--- src/rtl/octal_key_scanner.sv ---
// Octal key scanner: synchronizes and debounces eight raw key levels and issues
// exactly one registered one-hot symbol per press over a valid/ready handshake.
module octal_key_scanner #(
   parameter int DEBOUNCE_CYCLES = 4
) (
   input  logic       clk,
   input  logic       rst_n,
   input  logic [7:0] key_raw,
   input  logic       sym_ready,
   output logic       O0,
   output logic       O1,
   output logic       O2,
   output logic       O3,
   output logic       O4,
   output logic       O5,
   output logic       O6,
   output logic       O7,
   output logic       sym_valid,
   output logic       multi_err
);

   localparam logic [9:0] CNT_LAST = 10'(DEBOUNCE_CYCLES - 1);

   typedef enum logic [1:0] {IDLE, OFFER, RELEASE} state_t;

   logic [7:0] sync_a, sync_b, deb;
   logic [9:0] cnt [8];
   state_t     state, state_nxt;
   logic [7:0] sym, sym_nxt;
   logic       valid_nxt, err_nxt;
   logic       deb_one, deb_multi;

   // NOTE: sequential state always uses <= so every flop samples pre-edge values.
   always_ff @(posedge clk) begin
      if (!rst_n) begin
         sync_a <= '0;
         sync_b <= '0;
      end else begin
         sync_a <= key_raw;
         sync_b <= sync_a;
      end
   end

   // NOTE: the counter array is cleared in reset as well, so a key held across
   // reset restarts its full debounce window instead of resuming a stale count.
   always_ff @(posedge clk) begin
      if (!rst_n) begin
         deb <= '0;
         for (int n = 0; n < 8; n++) cnt[n] <= '0;
      end else begin
         for (int n = 0; n < 8; n++) begin
            if (sync_b[n] == deb[n]) begin
               cnt[n] <= '0;
            end else if (cnt[n] == CNT_LAST) begin
               deb[n] <= sync_b[n];
               cnt[n] <= '0;
            end else begin
               cnt[n] <= cnt[n] + 10'd1;
            end
         end
      end
   end

   // More than one bit set exactly when clearing the lowest set bit leaves any.
   assign deb_multi = |(deb & (deb - 8'd1));
   assign deb_one   = (deb != 8'd0) && !deb_multi;

   always_ff @(posedge clk) begin
      if (!rst_n) begin
         state     <= IDLE;
         sym       <= '0;
         sym_valid <= 1'b0;
         multi_err <= 1'b0;
      end else begin
         state     <= state_nxt;
         sym       <= sym_nxt;
         sym_valid <= valid_nxt;
         multi_err <= err_nxt;
      end
   end

   // NOTE: every variable gets a default first so no path infers a latch.
   always_comb begin
      state_nxt = state;
      sym_nxt   = sym;
      valid_nxt = sym_valid;
      err_nxt   = 1'b0;
      case (state)
         IDLE: begin
            sym_nxt   = '0;
            valid_nxt = 1'b0;
            if (deb_one) begin
               sym_nxt   = deb;
               valid_nxt = 1'b1;
               state_nxt = OFFER;
            end else if (deb_multi) begin
               err_nxt   = 1'b1;
               state_nxt = RELEASE;
            end
         end
         OFFER: begin
            // deb is ignored here: the offered symbol holds until consumed.
            if (sym_ready) begin
               sym_nxt   = '0;
               valid_nxt = 1'b0;
               state_nxt = RELEASE;
            end
         end
         RELEASE: begin
            sym_nxt   = '0;
            valid_nxt = 1'b0;
            if (deb == 8'd0) state_nxt = IDLE;
         end
         default: begin
            sym_nxt   = '0;
            valid_nxt = 1'b0;
            state_nxt = IDLE;
         end
      endcase
   end

   assign {O7, O6, O5, O4, O3, O2, O1, O0} = sym;

endmodule

--- config.mk ---
export PLATFORM = sky130hd
export DESIGN_NAME = octal_key_scanner
export DESIGN_NICKNAME = d
export VERILOG_FILES = /design/src/rtl/octal_key_scanner.sv
export SDC_FILE = /design/constraint.sdc
export NUM_CORES = 1
export LEC_CHECK = 0
export BUFFER_PORTS_ARGS = -buffer_cell sky130_fd_sc_hd__buf_2
export CAP_MARGIN = 15
export CORE_MARGIN = 5
export CORE_UTILIZATION = 36
export CTS_CLUSTER_SIZE = 16
export DETAILED_ROUTE_END_ITERATION = 10
export MAX_ROUTING_LAYER = met4
export PLACE_DENSITY_LB_ADDON = 0.1
export SKIP_LAST_GASP = 1
export SYNTH_ARGS = -nofsm -noshare
export SYNTH_HDL_FRONTEND = slang
export SYNTH_SLANG_ARGS = --single-unit
--- constraint.sdc ---
create_clock -name clk -period 1.7 [get_ports clk]
set_clock_uncertainty 0.15 [all_clocks]
set_input_delay 0.425 -clock clk [delete_from_list [all_inputs] [get_ports clk]]
set_output_delay 0.425 -clock clk [all_outputs]
set_load 0.02 [all_outputs]
==> impl_metrics.env <==
export IMPL_numClockSinks=116
export IMPL_die_h_um=134
export IMPL_insertion_delay_ns=0.41
export IMPL_powerDensity_nw_per_um2=958
export IMPL_coreArea_um2=15100
export IMPL_ir_drop_uv=679
export IMPL_synth_avg_cell_area_um2=10.7
export IMPL_synth_top_area_cell="edfxtp_1"
export IMPL_nNetsFinal=721
export IMPL_dp_slack_ns=-0.0219
export IMPL_cts_tree="done"
export IMPL_placedInstanceArea_um2=6730
export IMPL_final_cells=904
export IMPL_seq_area_frac_synth_pct=56.6
export IMPL_multi_input_comb_area_um2=2790
export IMPL_drc=0
export IMPL_fillers=1376
export IMPL_grt_use_total_pct=12.6
export IMPL_drtAntennaViolNets=0
export IMPL_ys_warn_count=0
export IMPL_synth_most_common_cell="nor2_1"
export IMPL_drt_iter0_drc=187
export IMPL_yosysTopAreaCellShare_pct=43.5
export IMPL_grt_first_pass_wirelength_mm=17.6
export IMPL_fp_dieW_um=134
export IMPL_yosys_top_cells_count="nor2_1 (100), edfxtp_1 (80), nand2_1 (41)"
export IMPL_syn_area_um2=5520
export IMPL_antenna_found_initial=1
export IMPL_syn_to_final_growth_pct=38.6
export IMPL_min_period_ns=1.67
export IMPL_drive_gt1_share_pct=24.8
export IMPL_crit_required_ns=1.90
export IMPL_root_buffer="clkbuf_16"
export IMPL_grt_max_degree=46
export IMPL_slew_violations=0
export IMPL_synth_cells=516
export IMPL_first_pass_iters=5
export IMPL_status="finished clean"
export IMPL_endpoint_kind="flip-flop"
export IMPL_synthArstFlopShare_pct=0
export IMPL_pin_count=21
export IMPL_routed_via_density=4.48
export IMPL_timing_final_crit_share_pct=98.0
export IMPL_regArea_um2=3130
export IMPL_hold_slack_ns=0.0640
export IMPL_port_buffers=20
export IMPL_htreeDepth=4
export IMPL_start_util_pct=36.4
export IMPL_cts_buffers=17
export IMPL_cp_data_arrival_time_ns=1.86
export IMPL_power_leakage_nw=3.03
export IMPL_fin_tns_setup_ns=0
export IMPL_place_inst=860
export IMPL_hpwl_mm=7.28
export IMPL_wl_per_cell_um=11.6
export IMPL_start_kind="flip-flop"
export IMPL_fmax_mhz=600
export IMPL_synth_edff_count=80
export IMPL_ys_ff_latch=116
export IMPL_final_cell_area_um2=7650
export IMPL_worst_path_buf_inv=1
export IMPL_rsz0062_at_grt="true"
export IMPL_drv_cap=0
export IMPL_hp_class="in -> reg"
export IMPL_critPathKind="reg -> reg"
export IMPL_synthFlopType="edfxtp_1"
export IMPL_gp_congestion=0.843
export IMPL_gr_total_overflow=0
export IMPL_critPathMaxStageDelay_ns=0.54
export IMPL_crit_chain="or4_4 -> mux2i_4 -> o211ai_4 -> buf_12 -> a21boi_1"
export IMPL_netlist_cell_type_count=41
export IMPL_cts_buffer_depth=2
export IMPL_routed_wl_mm=10.5
export IMPL_vias=4051
export IMPL_clk_pin_slew_ns=0.06
export IMPL_hold_violations=0
export IMPL_crit_family="simple AND/OR/NAND/NOR gates"
export IMPL_rows=45
export IMPL_die_area_um2=17900
export IMPL_synth_area_leaders="edfxtp_1 (44%), dfxtp_1 (13%), nor2_1 (6.8%), xor2_1 (6.0%), xnor2_1 (5.4%)"
export IMPL_critPathSlowestCell="or4_4"
export IMPL_layout_setup_ws_ns=0.0332
export IMPL_cp_max_fo=7
export IMPL_grt_pass1_vias=3954
export IMPL_setup_violations=0
==> kinds of logic (layout without fill, tap and decap cells) <==
family                     after synthesis  in the layout  synth area share, %
other                                    1             81               0.0679
buffers and inverters                   25            145                 1.97
and+or+nand+nor                        264            264                 23.2
adders and majority gates               11             11                 2.38
AOI/OAI and AO/OA                       18             18                 2.72
xor gates and xnor gates                72             72                 11.4
muxes                                    9              9                 1.63
DFF                                    116            116                 56.6
==> final cells by class <==
class | count | area share [%]
Multi-Input combinational cell | 454 | 36.5
Clock inverter | 11 | 2.03
Clock buffer | 21 | 6.15
Sequential cell | 116 | 40.9
Antenna cell | 1 | 0.0327
Inverter | 12 | 0.589
Timing Repair Buffer | 101 | 10.7
Tap cell | 188 | 3.07
==> report_power, final <==
part	total [mW]	leakage (nW)	switching (mW)	internal (mW)
logic	0.359	1.61	0.178	0.181
registers	3.20	1.12	0.0786	3.12
clock network	3.77	0.308	1.22	2.55
total	7.33	3.03	1.48	5.85
==> final timing paths <==
| check | slack (ns) | end | depth (start not counted) | start |
|---|---|---|---|---|
| worst min register to register | 0.28 | sync_b[3]$_SDFF_PN0_ | 1 | sync_a[3]$_SDFF_PN0_ |
| worst min-delay path | 0.06 | sync_a[0]$_SDFF_PN0_ | 2 | key_raw[0] |
| worst max-delay path | 0.03 | sym_valid$_SDFFE_PN0P_ | 5 | deb[4]$_SDFFE_PN0N_ |
| worst max register to register | 0.03 | sym_valid$_SDFFE_PN0P_ | 5 | deb[4]$_SDFFE_PN0N_ |
==> cells in the final DEF (no fill, tap or decap), types with 3 or more instances in the layout <==
cell and count:
and2_1 17, and3_1 7, and4_1 4, buf_12 9
buf_2 20, buf_4 72, bufinv_16 4, clkbuf_16 17
clkbuf_8 3, clkinv_2 4, conb_1 80, dfxtp_1 33
edfxtp_1 80, ha_1 3, ha_2 5, inv_1 12
mux2i_1 8, nand2_1 41, nand3_1 26, nand3_2 9
nand4_1 11, nand4b_1 4, nor2_1 100, nor2b_1 10
nor3_1 12, nor3_2 4, nor4_2 9, o21ai_2 5
xnor2_1 34, xor2_1 37
==> registers in the layout, summed over array words and instances, names as in the netlist <==
signal and flops:
sync_b 8, deb 8, state 2, cnt 80, sym 8, sym_valid 1
multi_err 1, sync_a 8
==> per-stage QoR <==
| step | total power, mW | util [%] |
|---|---|---|
| finish | 7.33 | 50.5 |
| global route | 7.62 | 50.5 |
| CTS | 7.39 | 48.7 |
| detailed placement | 3.58 | 44.4 |
| global placement | 3.57 | 44.4 |
| floorplan | 3.43 | - |
==> routing by layer <==
metal	track usage [%]	up-vias	wire length (µm)
li1	-	2098	-
met1	15.5	1875	5020
met2	18.6	58	4770
met3	4.39	20	476
met4	6.34	0	190
met5	-	-	0
==> what timing repair did <==
action                     4_1_cts  5_1_grt
pin swaps                        2       15
setup buffers                    1       10
hold buffers                     0        0
setup endpoints to repair       22       82
resized for setup                3       40
Power figures use the tool's default switching activity.
